<file path="src/rtl/ff_bank_pkg.sv">
// Shared types and constants for the multi-mode flip-flop bank.
package ff_bank_pkg;

    typedef enum logic [1:0] {
        MODE_SR = 2'b00,
        MODE_JK = 2'b01,
        MODE_D  = 2'b10,
        MODE_T  = 2'b11
    } mode_e;

    // Resolution of S=R=1 in SR mode
    localparam int POL_HOLD  = 0;
    localparam int POL_SET   = 1;
    localparam int POL_RESET = 2;

endpackage

</file>
<file path="src/rtl/ff_cell.sv">
// One bit of the bank: SR/JK/D/T edge-triggered flip-flop with sync reset and load.
module ff_cell
    import ff_bank_pkg::*;
#(
    parameter int SR_BOTH_POLICY = POL_HOLD
) (
    input  logic       clk,
    input  logic       rst,
    input  logic       en,
    input  logic [1:0] mode,
    input  logic       a,
    input  logic       b,
    input  logic       load,
    input  logic       load_val,
    input  logic       reset_val,
    output logic       q,
    output logic       collision
);

    logic q_q, q_d;
    logic sr_both_d;

    always_comb begin
        case (SR_BOTH_POLICY)
            POL_SET:   sr_both_d = 1'b1;
            POL_RESET: sr_both_d = 1'b0;
            default:   sr_both_d = q_q;
        endcase
    end

    always_comb begin
        q_d = q_q;
        case (mode_e'(mode))
            MODE_SR: case ({a, b})
                2'b10:   q_d = 1'b1;
                2'b01:   q_d = 1'b0;
                2'b11:   q_d = sr_both_d;
                default: q_d = q_q;
            endcase
            MODE_JK: case ({a, b})
                2'b10:   q_d = 1'b1;
                2'b01:   q_d = 1'b0;
                2'b11:   q_d = ~q_q;
                default: q_d = q_q;
            endcase
            MODE_D:  q_d = a;
            MODE_T:  q_d = q_q ^ a;
            default: q_d = q_q;
        endcase
    end

    always_ff @(posedge clk) begin
        if (rst)       q_q <= reset_val;
        else if (load) q_q <= load_val;
        else if (en)   q_q <= q_d;
    end

    // Only a cycle that would actually apply SR inputs can collide
    assign collision = ~rst & ~load & en & (mode_e'(mode) == MODE_SR) & a & b;
    assign q         = q_q;

endmodule

</file>
<file path="src/rtl/multimode_ff_bank.sv">
// WIDTH-bit bank of run-time selectable SR/JK/D/T flip-flops with illegal-input tracking.
module multimode_ff_bank
    import ff_bank_pkg::*;
#(
    parameter int               WIDTH          = 4,
    parameter logic [WIDTH-1:0] RESET_VALUE    = '0,
    parameter int               SR_BOTH_POLICY = POL_HOLD,
    parameter int               ERR_CNT_W      = 8
) (
    input  logic                 clk,
    input  logic                 rst,
    input  logic                 en,
    input  logic [1:0]           mode,
    input  logic [WIDTH-1:0]     a,
    input  logic [WIDTH-1:0]     b,
    input  logic                 load,
    input  logic [WIDTH-1:0]     load_val,
    input  logic                 err_clr,
    output logic [WIDTH-1:0]     q,
    output logic [WIDTH-1:0]     qbar,
    output logic                 illegal,
    output logic [ERR_CNT_W-1:0] err_cnt
);

    logic [WIDTH-1:0]     coll;
    logic                 sr_event;
    logic                 illegal_q, illegal_d;
    logic [ERR_CNT_W-1:0] err_cnt_q, err_cnt_d;

    for (genvar i = 0; i < WIDTH; i++) begin : g_bit
        ff_cell #(
            .SR_BOTH_POLICY(SR_BOTH_POLICY)
        ) u_cell (
            .clk       (clk),
            .rst       (rst),
            .en        (en),
            .mode      (mode),
            .a         (a[i]),
            .b         (b[i]),
            .load      (load),
            .load_val  (load_val[i]),
            .reset_val (RESET_VALUE[i]),
            .q         (q[i]),
            .collision (coll[i])
        );
    end

    assign sr_event = |coll;

    // Clear first, then count: an event coinciding with err_clr lands at 1
    always_comb begin
        illegal_d = illegal_q;
        err_cnt_d = err_cnt_q;
        if (err_clr) begin
            illegal_d = 1'b0;
            err_cnt_d = '0;
        end
        if (sr_event) begin
            illegal_d = 1'b1;
            if (err_cnt_d != {ERR_CNT_W{1'b1}}) err_cnt_d = err_cnt_d + 1'b1;
        end
    end

    always_ff @(posedge clk) begin
        if (rst) begin
            illegal_q <= 1'b0;
            err_cnt_q <= '0;
        end else begin
            illegal_q <= illegal_d;
            err_cnt_q <= err_cnt_d;
        end
    end

    assign qbar    = ~q;
    assign illegal = illegal_q;
    assign err_cnt = err_cnt_q;

endmodule

</file>
<file path="config.mk">
export PLATFORM = sky130hd
export DESIGN_NAME = multimode_ff_bank
export DESIGN_NICKNAME = d
export VERILOG_FILES = /design/src/rtl/ff_bank_pkg.sv /design/src/rtl/ff_cell.sv /design/src/rtl/multimode_ff_bank.sv
export SDC_FILE = /design/constraint.sdc
export NUM_CORES = 1
export LEC_CHECK = 0
export CAP_MARGIN = 20
export CORE_MARGIN = 10
export CORE_UTILIZATION = 40
export DETAILED_ROUTE_END_ITERATION = 7
export PLACE_DENSITY_LB_ADDON = 0.2
export SETUP_SLACK_MARGIN = 0.05
export SYNTH_ARGS = -nofsm -noshare
export SYNTH_HDL_FRONTEND = slang
export SYNTH_HIERARCHICAL = 1
export SYNTH_SLANG_ARGS = --single-unit
</file>
<file path="constraint.sdc">
create_clock -name clk -period 2 [get_ports clk]
set_input_delay 0.4 -clock clk [delete_from_list [all_inputs] [get_ports clk]]
set_output_delay 0.4 -clock clk [all_outputs]
set_load 0.01 [all_outputs]
</file>
==> metrics.cfg <==
[run_status]
status = complete, no violations

[critical_path]
cp_top_family = buffers and inverters
cp_common_cell = buf_4
path_class = primary input to flop
path_cells = clkdlybuf4s50_1, inv_1, nor4_2, buf_4, o41a_1, buf_4, nand4_1, mux2i_1
arrival_ns = 2.07
critical_path.slowest_cell = o41a_1
critPathMaxFanout = 6
critPathRequiredTime_ns = 2.20
end_kind = flop
max_stage_delay_ns = 0.47
crit_path_start_kind = primary input
path_buf_inv = 4

[synth]
synthesis.area_sq_um = 1250
yosysUniqueCellTypes = 38
seq_area_frac_synth_pct = 24.0
yosysTopAreaCellShare_pct = 14.4
synth-main-ff-cell = dfxtp_1
avgSynthCellArea_sq_um = 8.36
ys_ff_latch = 13
yosysMostFrequentCell = inv_1
synth_top_cell_by_area = dfxtp_1
yosys-top-cells-area = dfxtp_1 14%, ha_1 12%, edfxtp_1 9.6%, mux2i_1 7.2%, inv_1 5.7%
yosysWarnings = 6
syn_inst = 150
synth-edff-count = 4
ys_top_cells_by_count = 19 x inv_1, 12 x ha_1, 9 x dfxtp_1, 9 x mux2i_1, 9 x nand2_1
synth-async-reset-ratio_pct = 0

[power_and_ir_drop]
p_leak_nw = 0.920
p_sw_mw = 0.215
swShare_pct = 30.1
ir_drop_mv = 0.355
power_density_nw_per_um2 = 362
combPwrFrac_pct = 35.6
pwr-share-clk_pct = 23.1
pwr-share-seq_pct = 41.4
p_int_mw = 0.499
total_power_mw = 0.713

[cts]
cts_hold_buf = 0
clk_latency_ns = 0.27
path_clk_slew_ns = 0.08
cts_tree = built
cts.path.max_buffers = 2
clkSinkCount = 13
cts_made_buffers = 3
htreeDepth = 1
cts_root_buf = clkbuf_4

[floorplan]
die-area_sq_um = 5770
die_h_um = 76.0
rows = 20
start_util_pct = 41.4
ioPinCount = 36
core_area_sq_um = 3030
die_width_um = 76.0

[placement]
pre_cts_ws_ns = -0.525
io_buffers = 35
routabilityCongestion = 0.832
hpwl_um = 2900

[sta]
fmax_ghz = 0.536
period_minus_slack_ns = 1.87
finalSetupViolations = 0
hold_viol_final = 0
fin_skew_ns = 0.00408
layout_setup_ws_ns = 0.133
rsz0062_at_grt = false
drv_slew = 0
fin_crit_sh_pct = 93.3

[global_route]
grt_max_degree = 13
grt_pass1_wl_um = 5940
grt_use_total_pct = 11.9
first_global_vias = 1361
grt_remaining_overflow = 0
antenna_found_initial = 0

[drt]
wl_per_cell_um = 13.8
drt_wl_total_um = 3640
ant_nets = 0
dr_total_vias = 1351
viasPerCell = 5.12
drt_first_pass_iters = 4
drt_iter0_markers = 48
drcViolationCount = 0

[cells_and_area]
fin_util_pct = 65.1
num_antenna_cells = 0
drive_gt1_share_pct = 28.2
fillers = 258
nNetsFinal = 252
area_growth_pct = 57.3

[min_path]
hold_class = flop to flop

[flow_run]
maxCapViolations = 0

## per-stage QoR
step                      std cells  setup TNS (ns)  hold slack [ns]  area (sq um)
after floorplan                 153               0            0.494          1260
after detailed placement        258           -3.64            0.470          1880
after CTS                       263               0            0.490          1920
final                           264               0            0.483          1970
after global routing            264               0            0.510          1970
after global placement          258           -3.09            0.472          1880
## cells by family after synthesis
logic type	after synthesis	share of synthesized area, %
muxes	9	7.19
other	1	0.299
xor gates and xnor gates	4	2.79
AOI/OAI and AO/OA	35	22.8
DFF	13	24.0
adders and majority gates	12	12.0
and+or+nand+nor	51	23.0
buffers and inverters	25	8.08
## routing by layer
metal,vias up,routed length (um),track usage [%]
met2,26,1870,21.5
met5,-,0,0
met4,0,36,4.17
met1,641,1560,13.0
li1,680,-,-
met3,4,170,3.18
## cells in the final DEF, fill, tap and decap left out, types with 9 or more instances in the layout
master / count
ha_1: 12
mux2i_1: 9
nand2_1: 9
dfxtp_1: 9
inv_1: 17
clkdlybuf4s50_1: 24
buf_4: 34
## area by class of cell
type | instances | area [sq um] | share of cell area (%)
multi-input cells | 115 | 915 | 46.4
inverters | 19 | 71.3 | 3.62
clock buffers | 4 | 26.3 | 1.33
repair buffers | 69 | 604 | 30.6
well taps | 44 | 55.1 | 2.79
flip-flops and latches | 13 | 300 | 15.2
## tightest hold or removal path: cells and delay by family (launching register included)
family           cells  cell delay (ns)
AO/OA/AOI/OAI        1             0.06
AND/OR/NAND/NOR      1             0.07
flip-flops           1             0.31
## power by group through the flow
stage                     clock network [mW]  logic (mW)  registers, mW
after global placement                     0       0.248          0.301
final                                  0.164       0.254          0.295
after detailed placement                   0       0.257          0.302
after global routing                   0.180       0.278          0.297
after CTS                              0.171       0.256          0.295
after floorplan                            0      0.0962          0.304
## path summary, 6_finish.rpt
path               from          to  depth (start not counted)  slack [ns]
max                a[1]  err_cnt[5]                          8        0.13
min             illegal     illegal                          2        0.48
max reg2reg  err_cnt[4]  err_cnt[3]                          3        0.66
min reg2reg     illegal     illegal                          2        0.48
## repair_timing
| action | in CTS | in global routing |
|---|---|---|
| setup endpoints to repair | 8 | 7 |
| resized for setup | 7 | 21 |
| setup buffers | 1 | 1 |
| pin swaps | 1 | 6 |
## sequential cells by signal, summed over array words and instances (netlist names)
| signal | cells |
|---|---|
| g_bit.u_cell/q | 4 |
| err_cnt | 8 |
| illegal | 1 |
Note: power is estimated with default switching activity, not from simulation.
==> variant 1 (same flow settings) <==
Set the parameter `ERR_CNT_W` to 12 (it was 8).
--- a/src/rtl/multimode_ff_bank.sv
+++ b/src/rtl/multimode_ff_bank.sv
@@ -5,7 +5,7 @@
     parameter int               WIDTH          = 4,
     parameter logic [WIDTH-1:0] RESET_VALUE    = '0,
     parameter int               SR_BOTH_POLICY = POL_HOLD,
-    parameter int               ERR_CNT_W      = 8
+    parameter int               ERR_CNT_W      = 12
 ) (
     input  logic                 clk,
     input  logic                 rst,
Interface: changed (resized err_cnt); port bits go from 36 to 40. The function was not compared with the original's and may differ.
==> variant 1 against the unedited design <==
  * Sequential cell count rose by 4
  * Largest cell class unchanged
  * Area after synthesis rose by 16%
  * Total power grew 24%
  * Sequential share of layout area increased by 0.27 points
  * Critical endpoint is now err_cnt[9]
  * Combinational power rose by 19%
  * Global-route usage up 2.4 points
  * Sequential power rose by 27%
  * Final cell count rose by 19%
  * Worst setup slack got worse by 0.019 ns
  * Largest power group unchanged
  * Wire length up 32%
  * Design area up 24%
  * Critical path depth stayed put
  * Maximum frequency is 1.0% lower
  * Highest routed layer unchanged
==> variant 1: results (changes against the unedited design) <==
hold path cells=3 (was 2); DR WL/cell=15.3 microns (was 13.8 microns); GRT met3 Usage=4.01% (was 3.18%); max reg flops=12 (was 8); pre-CTS setup slack=-0.619 ns (was -0.525 ns); share of layout cells above drive strength 1=35.6% (was 28.2%); worst min path class=input pin to flop (was flop to flop); routed wl met2=2.54 mm (was 1.87 mm); minimum clock period=1.89 ns (was 1.87 ns); met1 WL=1.87 mm (was 1.56 mm); Worst Path Arrival=2.13 ns (was 2.07 ns); Layout fillers=255 (was 258); Comb power frac=33.9% (was 35.6%); DP Wirelength=3.59 mm (was 2.90 mm); Worst Hold Margin=0.481 ns (was 0.483 ns); worst-case reg-to-reg path depth=7 (was 3); status=complete, no violations (unchanged); met2 Use GR=25.4% (was 21.5%); Internal Power=0.000600 W (was 0.000499 W); Cell Area, Placed=0.00224 sq mm (was 0.00188 sq mm); vias per cell=5.32 (was 5.12); most frequent cells after synthesis=17 x inv_1, 13 x dfxtp_1, 13 x ha_1, 11 x a21oi_1, 11 x nand2_1 (was 19 x inv_1, 12 x ha_1, 9 x dfxtp_1, 9 x mux2i_1, 9 x nand2_1); hold path startpoint=rst (was illegal); Reg2Reg Setup Slack=0.20 ns (was 0.66 ns); final setup skew=0.0123 ns (was 0.00408 ns); pin count of the biggest net entering global routing=18 (was 13); worst hold endpoint=err_cnt[8] (was illegal); Worst-Skew Late Latency=0.32 ns (was 0.27 ns); vias in the first global route=1683 (was 1361)
## variant 1: worst max-delay path, stage by stage
cell and delay, ns:
buf_6 0.09, buf_6 0.13, buf_4 0.14, nor4_4 0.30
nor4_2 0.09, or3_4 0.39, or4_1 0.47, a21oi_1 0.13
## variant 1: stage by stage
stage | cells | util [%] | total power (W)
floorplan | 179 | - | 0.000486
global placement | 302 | 65.7 | 0.000649
detailed placement | 302 | 65.7 | 0.000658
CTS | 310 | 70.2 | 0.000878
global route | 313 | 71.9 | 0.000926
finish | 313 | 71.9 | 0.000888
## variant 1: cell type report
type,instances,area share (%)
clock inverter,1,0.204
tap,46,2.34
multi-input combinational,143,47.8
clock buffer,3,0.917
inverter,17,2.60
timing repair buffer,86,30.7
sequential,17,15.5
## variant 1: cells by family after synthesis
logic type / count (synthesis) / synth area share, %
xor gates and xnor gates: 5 / 3.00
and+or+nand+nor: 79 / 32.3
buffers and inverters: 19 / 4.89
other: 1 / 0.257
adders and majority gates: 13 / 11.2
DFF: 17 / 26.1
AOI/OAI and AO/OA: 33 / 16.1
muxes: 9 / 6.18
## variant 1: worst max-delay path by stage
stage / from / to / depth (start not counted)
final: mode[1] / err_cnt[9] / 8
after global routing: load / err_cnt[9] / 8
after CTS: a[2] / err_cnt[6] / 8
after detailed placement: load / err_cnt[9] / 8
after global placement: load / err_cnt[9] / 8
after floorplan: load / err_cnt[9] / 7
## variant 1: repair_timing
| item | CTS | global route |
|---|---|---|
| hold endpoints to repair | 0 | 0 |
| resized for setup | 35 | 27 |
| setup endpoints to repair | 12 | 10 |
| hold buffers | 0 | 0 |
| setup buffers | 4 | 3 |
| pin swaps | 10 | 12 |
==> variant 2 (same flow settings) <==
Without the edit above. Reset style: asynchronous (`rst`), changed in one clocked block. Comments in the files are not updated.
--- a/src/rtl/multimode_ff_bank.sv
+++ b/src/rtl/multimode_ff_bank.sv
@@ -61,7 +61,7 @@
         end
     end
 
-    always_ff @(posedge clk) begin
+    always_ff @(posedge clk or posedge rst) begin
         if (rst) begin
             illegal_q <= 1'b0;
             err_cnt_q <= '0;
Check against the original RTL: differs if rst is asserted again (counterexample within 4 cycles, from zero or initial values and one cycle with rst high); with rst held inactive, the same outputs for 10 cycles.
==> variant 2 against the unedited design <==
  * Critical path depth down 2
  * Area after synthesis shrank 3.0%
  * Non-clock buffer count decreased by 5
  * Worst setup slack got worse by 0.058 ns
  * Total power up 3.2%
  * Clock skew shrank 0.0026 ns
  * Critical endpoint is now err_cnt[5]
  * Utilization increased by 0.55 points
  * Clock power about the same
  * Design area is 5.8% lower
  * Maximum frequency fell by 3.0%
  * Sequential cell count is the same
  * Wire length fell by 1.0%
  * Highest routed layer unchanged
==> variant 2: results (changes against the unedited design) <==
status=complete, no violations (unchanged); ys async rst share=69.2% (was 0%); met2 Use GR=24.3% (was 21.5%); met1 Resource Use GR=14.6% (was 13.0%); pre-CTS setup slack=-0.391 ns (was -0.525 ns); share of layout cells above drive strength 1=22.6% (was 28.2%); Post-CTS Setup Bufs=0 (was 1); reg-to-reg critical path startpoint=err_cnt[1] (was err_cnt[4]); vias per cell=5.50 (was 5.12); worst vdd ir=0.000358 V (was 0.000355 V); Comb power frac=36.7% (was 35.6%); CP startpoint=mode[1] (was a[1]); Main synth FF type=dfrtp_1 (was dfxtp_1); syn avg cell area=8.69 sq um (was 8.36 sq um); Cell variety after synth=35 (was 38); most frequent cells after synthesis=18 x inv_1, 12 x ha_1, 9 x dfrtp_1, 9 x nand2_1 (was 19 x inv_1, 12 x ha_1, 9 x dfxtp_1, 9 x mux2i_1, 9 x nand2_1); leakage dissipation=0.877 nW (was 0.920 nW); Reg2Reg Setup Slack=0.71 ns (was 0.66 ns); Total Wirelength=3.60 mm (was 3.64 mm); sequential share of the synthesized area=28.4% (was 24.0%); worst min path class=input pin to async pin (was flop to flop); NetSw=0.000221 W (was 0.000215 W); Switching Fraction=30.1% (about the same); vias in the first global route=1344 (was 1361); Tcrit/Tclk final=96.2% (was 93.3%); crit path to=err_cnt[5] (unchanged); Layout fillers=247 (was 258); NumNets Final=240 (was 252); DR WL/cell=15.1 microns (was 13.8 microns); DP Wirelength=3.00 mm (was 2.90 mm); Worst Path Arrival=2.12 ns (was 2.07 ns); Area contributors post-synth=dfrtp_1 19%, ha_1 12%, edfxtp_1 9.9% (was dfxtp_1 14%, ha_1 12%, edfxtp_1 9.6%)
-- variant 2: cell count changes in the layout (fill, tap and decap cells not counted), moves of 2 or more --
cell,before,now
dfrtp_1,0,9
dfxtp_1,9,0
clkdlybuf4s50_1,24,31
buf_4,34,29
dlymetal6s2s_1,6,1
clkbuf_2,3,0
a2111oi_2,2,0
a31oi_1,6,8
and3b_1,6,4
and4_1,0,2
dlygate4sd2_1,1,3
inv_2,2,0
nand2b_1,2,0
nor2b_1,3,1
-- variant 2: final cells by class --
class	instances	area, sq um	share of cell area [%]
multi-input cells	109	813	43.8
repair buffers	64	567	30.5
inverters	18	67.6	3.64
clock buffers	4	26.3	1.41
flip-flops and latches	13	345	18.6
well taps	31	38.8	2.09
-- variant 2: worst min path at each step --
stage,from,to,cells after the start
2_1_floorplan,rst,err_cnt[0],1
6_report,rst,err_cnt[5],3
4_1_cts,rst,err_cnt[6],3
3_5_place_dp,illegal,illegal,2
3_3_place_gp,illegal,illegal,2
5_1_grt,rst,err_cnt[6],3
-- variant 2: cells by family after synthesis --
| kind of cell | share of synthesized area [%] |
|---|---|
| other | 0.308 |
| buffers and inverters | 7.20 |
| DFF | 28.4 |
| AOI/OAI and AO/OA | 18.5 |
| adders and majority gates | 12.3 |
| and+or+nand+nor | 23.8 |
| muxes | 6.58 |
| xor gates and xnor gates | 2.88 |
-- variant 2: repair_timing --
action,CTS,global route
hold endpoints to repair,0,0
pin swaps,0,1
setup endpoints to repair,8,7
resized for setup,3,4
-- variant 2: critical path: stages --
cell	delay, ns
clkdlybuf4s50_1	0.46
buf_4	0.16
nor4_1	0.09
or4_4	0.60
and4_4	0.22
a211oi_2	0.19
